$ cat src/rtl/display_pkg.sv
// rtl/display_pkg.sv - shared constants and hex-to-seven-segment decode for the display mux
package display_pkg;

    localparam logic [6:0] SEG_OFF    = 7'h7F;
    localparam int         SUB_PHASES = 16;

    // Active-low pattern, bit6 = segment a .. bit0 = segment g.
    function automatic logic [6:0] seg_decode(input logic [3:0] value);
        logic [6:0] pattern;
        case (value)
            4'h0:    pattern = 7'b0000001;
            4'h1:    pattern = 7'b1001111;
            4'h2:    pattern = 7'b0010010;
            4'h3:    pattern = 7'b0000110;
            4'h4:    pattern = 7'b1001100;
            4'h5:    pattern = 7'b0100100;
            4'h6:    pattern = 7'b0100000;
            4'h7:    pattern = 7'b0001111;
            4'h8:    pattern = 7'b0000000;
            4'h9:    pattern = 7'b0001100;
            4'hA:    pattern = 7'b0001000;
            4'hB:    pattern = 7'b1100000;
            4'hC:    pattern = 7'b0110001;
            4'hD:    pattern = 7'b1000010;
            4'hE:    pattern = 7'b0110000;
            default: pattern = 7'b0111000;
        endcase
        return pattern;
    endfunction

endpackage

$ cat src/rtl/display_timebase.sv
// rtl/display_timebase.sv - prescaler, 16-step sub-phase counter and digit index with frame-end flag
module display_timebase
    import display_pkg::*;
#(
    parameter int N_DIGITS = 8,
    parameter int SUB_LEN  = 1,
    parameter int IW       = $clog2(N_DIGITS)
) (
    input  logic          clk,
    input  logic          reset_n,
    output logic [3:0]    sub,
    output logic [IW-1:0] idx,
    output logic          frame_end
);

    localparam int PW = (SUB_LEN > 1) ? $clog2(SUB_LEN) : 1;

    logic [PW-1:0] pre;
    logic          pre_wrap;
    logic          sub_wrap;
    logic          idx_wrap;

    assign pre_wrap  = (pre == PW'(SUB_LEN - 1));
    assign sub_wrap  = pre_wrap && (sub == 4'(SUB_PHASES - 1));
    assign idx_wrap  = (idx == IW'(N_DIGITS - 1));
    assign frame_end = sub_wrap && idx_wrap;

    always_ff @(posedge clk) begin
        if (!reset_n) begin
            pre <= '0;
            sub <= '0;
            idx <= '0;
        end else begin
            pre <= pre_wrap ? '0 : pre + PW'(1);
            if (pre_wrap) begin
                sub <= sub + 4'd1;
            end
            if (sub_wrap) begin
                idx <= idx_wrap ? '0 : idx + IW'(1);
            end
        end
    end

endmodule

$ cat src/rtl/display_hex_mux.sv
// rtl/display_hex_mux.sv - multiplexed hex display driver with frame-aligned updates, blanking, LZ suppression and PWM
module display_hex_mux
    import display_pkg::*;
#(
    parameter int N_DIGITS   = 8,
    parameter int CLK_HZ     = 100000000,
    parameter int REFRESH_HZ = 480
) (
    input  logic                  clk,
    input  logic                  reset_n,
    input  logic                  power_on,
    input  logic                  load,
    input  logic [4*N_DIGITS-1:0] data_in,
    input  logic [N_DIGITS-1:0]   dp_in,
    input  logic [N_DIGITS-1:0]   blank_in,
    input  logic                  lz_en,
    input  logic [3:0]            brightness,
    output logic                  busy,
    output logic [6:0]            SEG,
    output logic                  DP,
    output logic [N_DIGITS-1:0]   ANODO
);

    localparam int SUB_LEN = CLK_HZ / (REFRESH_HZ * SUB_PHASES);
    localparam int IW      = $clog2(N_DIGITS);

    logic [3:0]            sub;
    logic [IW-1:0]         idx;
    logic                  frame_end;

    logic [4*N_DIGITS-1:0] sh_data, act_data;
    logic [N_DIGITS-1:0]   sh_dp, act_dp;
    logic [N_DIGITS-1:0]   sh_blank, act_blank;
    logic                  sh_lz, act_lz;

    logic [N_DIGITS-1:0]   keep;
    logic                  dark;
    logic [3:0]            nibble;
    logic [6:0]            seg_next;
    logic                  dp_next;
    logic [N_DIGITS-1:0]   an_next;

    display_timebase #(
        .N_DIGITS (N_DIGITS),
        .SUB_LEN  (SUB_LEN),
        .IW       (IW)
    ) u_timebase (
        .clk       (clk),
        .reset_n   (reset_n),
        .sub       (sub),
        .idx       (idx),
        .frame_end (frame_end)
    );

    // Apply happens before capture so a load on the boundary cycle lands in the next frame.
    always_ff @(posedge clk) begin
        if (!reset_n) begin
            sh_data   <= '0;
            sh_dp     <= '0;
            sh_blank  <= '0;
            sh_lz     <= 1'b0;
            act_data  <= '0;
            act_dp    <= '0;
            act_blank <= '0;
            act_lz    <= 1'b0;
            busy      <= 1'b0;
        end else begin
            if (frame_end && busy) begin
                act_data  <= sh_data;
                act_dp    <= sh_dp;
                act_blank <= sh_blank;
                act_lz    <= sh_lz;
            end
            if (load) begin
                sh_data  <= data_in;
                sh_dp    <= dp_in;
                sh_blank <= blank_in;
                sh_lz    <= lz_en;
                busy     <= 1'b1;
            end else if (frame_end) begin
                busy <= 1'b0;
            end
        end
    end

    // keep[k]: some digit at or above k is nonzero or requests its point, so k stays visible.
    always_comb begin
        logic acc;
        keep = '0;
        acc  = 1'b0;
        for (int k = N_DIGITS - 1; k >= 0; k--) begin
            acc     = acc | (act_data[4*k +: 4] != 4'h0) | act_dp[k];
            keep[k] = acc;
        end
    end

    always_comb begin
        nibble   = act_data[{idx, 2'b00} +: 4];
        dark     = act_blank[idx] | (act_lz && !keep[idx] && (idx != '0));
        seg_next = dark ? SEG_OFF : seg_decode(nibble);
        dp_next  = dark | ~act_dp[idx];
        an_next  = '1;
        if (power_on && (sub < brightness)) begin
            an_next[idx] = 1'b0;
        end
    end

    always_ff @(posedge clk) begin
        if (!reset_n) begin
            SEG   <= SEG_OFF;
            DP    <= 1'b1;
            ANODO <= '1;
        end else begin
            SEG   <= seg_next;
            DP    <= dp_next;
            ANODO <= an_next;
        end
    end

endmodule

$ cat config.mk
export PLATFORM = sky130hd
export DESIGN_NAME = display_hex_mux
export DESIGN_NICKNAME = d
export VERILOG_FILES = /design/src/rtl/display_pkg.sv /design/src/rtl/display_timebase.sv /design/src/rtl/display_hex_mux.sv
export SDC_FILE = /design/constraint.sdc
export NUM_CORES = 1
export LEC_CHECK = 0
export CORE_UTILIZATION = 25
export CTS_BUF_LIST = sky130_fd_sc_hd__clkbuf_16
export DETAILED_ROUTE_END_ITERATION = 6
export DONT_BUFFER_PORTS = 1
export PLACE_DENSITY = 0.46
export SETUP_SLACK_MARGIN = 0.15
export SLEW_MARGIN = 0
export SYNTH_ARGS = -nofsm -noshare
export SYNTH_HDL_FRONTEND = slang
export SYNTH_SLANG_ARGS = --single-unit
$ cat constraint.sdc
create_clock -name clk -period 2.8 [get_ports clk]
set_input_delay 0.14 -clock clk [delete_from_list [all_inputs] [get_ports clk]]
set_output_delay 0.14 -clock clk [all_outputs]
set_load 0.01 [all_outputs]
==> impl_metrics.yaml <==
global_route:
  grt_max_degree: 107
  antenna_found_initial: 1
  grt.total_usage: 0.124
  overflow: 0
  first_global_vias: 4355
  grt_pass1_wl_um: 23300
floorplan:
  die_w_um: 156
  die_h_um: 156
  row_count: 56
  initial_utilization: 0.255
  die_area_um2: 24500
  ios: 74
  core_area_um2: 23400
worst_setup_path:
  critPathTopFamily: "multiplexers"
  crit_slowest_cell: "mux4_2"
  cp.arrival_ns: 2.72
  worst_setup_path_start_kind: "flip-flop"
  path_class: "reg -> reg"
  critPathBufInv: 1
  r2r_start: "u_timebase.idx[0]"
  crit_start: "u_timebase.idx[0]"
  cp.required_ns: 3.07
  path_max_fanout: 8
  cp_cell_sequence: "mux4_2 -> mux2_2 -> inv_1 -> ha_1 -> or2_2 -> a21oi_1 -> o22ai_1"
  cp-end-kind: "flip-flop"
  cpPeakStageDelay_ns: 0.53
min_path:
  hold_path.class: "in -> reg"
  min_from: "reset_n"
cells_and_area:
  finalNetCount: 754
  diodes: 0
  syn2layout_area_growth_pct: 25.4
  drive_gt1_frac: 0.101
yosys:
  ys_types: 49
  synth_top_cells_by_area: "dfxtp_1 (46%), mux2i_1 (9.7%), nand2_1 (7.6%)"
  mappedNetlistArea_um2: 5960
  async_flop_share: 0
  synth_edf_count: 0
  yosysSeqAreaShare: 0.457
  netlist_top_cells_count: "dfxtp_1 (136), nand2_1 (120), mux2i_1 (58)"
  avgSynthCellArea_um2: 9.45
  yosysTopAreaCell: "dfxtp_1"
  ys.flop_type: "dfxtp_1"
  ys_seq_elements: 136
  syn_inst: 631
  yosysTopAreaCellShare: 0.457
  syn_nets: 702
  synth_most_common_cell: "dfxtp_1"
  yosys_warnings: 0
clock_network:
  insertion_delay_ns: 0.42
  cts_inserted_buffers: 17
  clk_pin_slew_ns: 0.06
  root_buffer: "clkbuf_16"
  cts_max_path_buffers: 2
  tritoncts: "yes"
  htree_levels: 4
  numClockSinks: 136
power_and_ir_drop:
  p_per_area_nw_per_um2: 571
  p_leak_nw: 2.77
  ir_worst_vdd_mv: 0.317
sta:
  tns_ns: 0
  period_share: 0.878
  maxSlewViolCount: 0
  period_needed_ns: 2.46
  timing.fmax_ghz: 0.407
  maxSlewHeadroom: 0.539
  setup_violations: 0
  rsz0062_at_grt: "true"
  finClkSkew_ns: 0.00997
  hold_violations: 0
  tightestPinTransition_ns: 0.692
  setup_slack_ns: 0.342
detailed_routing:
  wl_um: 14300
  detail-route-antenna-nets: 0
  via_per_inst: 4.39
  drcViolationCount: 0
  dr.pass1.iters: 4
  vias: 4454
  drt_iter0_markers: 252
  drt-wirelength-per-cell_um: 14.2
placement:
  gp_congestion: 0.851
  dp_slack_ns: 0.220
  dp_hpwl_um: 9980
  port-buffer-count: 0
run:
  max_cap_violations: 0
status:
  status: "finished clean"
[cells in the final DEF (no fill, tap or decap), drive strengths merged, types with 12 or more instances in the layout]
master       instances
buf                 12
nand2              120
nand3               13
inv                 14
ha                  14
dlygate4sd3         64
a21boi              50
nor2b               53
nor2                26
dfxtp              136
mux2i               58
clkbuf              17
[routing by layer]
metal  up-vias  GRT usage  part of all wire
met5         -          0           0.00091
li1       2254          -                 -
met4         2     0.0434             0.012
met3        16     0.0368             0.038
met2        83      0.201              0.47
met1      2099      0.156              0.48
[where the power goes]
group	leakage, nW	internal (mW)	total [mW]	switching (mW)
Sequential	1.11	1.99	2.02	0.0343
Combinational	1.41	0.148	0.233	0.0844
Clock	0.256	1.20	2.01	0.814
Total	2.77	3.34	4.27	0.933
[registers in the layout, indices dropped and copies added, names as in the netlist]
name and count:
sh_dp 8, u_timebase.sub 4, act_dp 8, u_timebase.idx 3, act_blank 8, act_lz 1, act_data 32, SEG 7
DP 1, sh_blank 8, sh_lz 1, ANODO 8, u_timebase.pre 14, busy 1, sh_data 32
[worst min-delay path: stages]
cell and delay, ns:
nand2_1 0.04, a211oi_1 0.04, buf_4 0.16, nand4_1 0.09
[path summary, 6_finish.rpt]
path	end	slack (ns)	cells past startpoint
min	ANODO[7]	0.09	4
max	SEG[3]	0.34	7
min reg2reg	u_timebase.pre[0]	0.45	1
max reg2reg	SEG[3]	0.34	7
[timing repair]
item	in CTS	in global routing
hold buffers	66	0
resized for setup	0	3
endpoints found under the hold margin	106	0
setup endpoints to repair	0	26
setup buffers	0	0
[cell type report]
type | count | area, um^2
Fill cell | 2437 | 15900
Multi-Input combinational cell | 439 | 2990
Sequential cell | 136 | 2730
Timing Repair Buffer | 76 | 771
Clock buffer | 17 | 425
Tap cell | 319 | 399
Clock inverter | 14 | 110
Inverter | 13 | 48.8
[per-stage QoR]
stage               total power, mW  utilization  hold WS (ns)  cell area, um^2  std cells
floorplan                      2.18            -         0.309             5960        631
global placement               2.17        0.267         0.285             6240        917
detailed placement             2.18        0.267         0.287             6240        917
CTS                            4.34        0.319        0.0753             7470       1014
global route                   4.46        0.319         0.104             7470       1014
finish                         4.27        0.319        0.0949             7470       1014
[logic make-up after synthesis]
logic type,Yosys count,share of synthesized area
adders and majority gates,14,0.0294
xor gates and xnor gates,15,0.0220
DFF,136,0.457
buffers and inverters,56,0.0413
muxes,70,0.133
and+or+nand+nor,250,0.205
AOI/OAI and AO/OA,90,0.113
(Power assumes the default switching activity.)
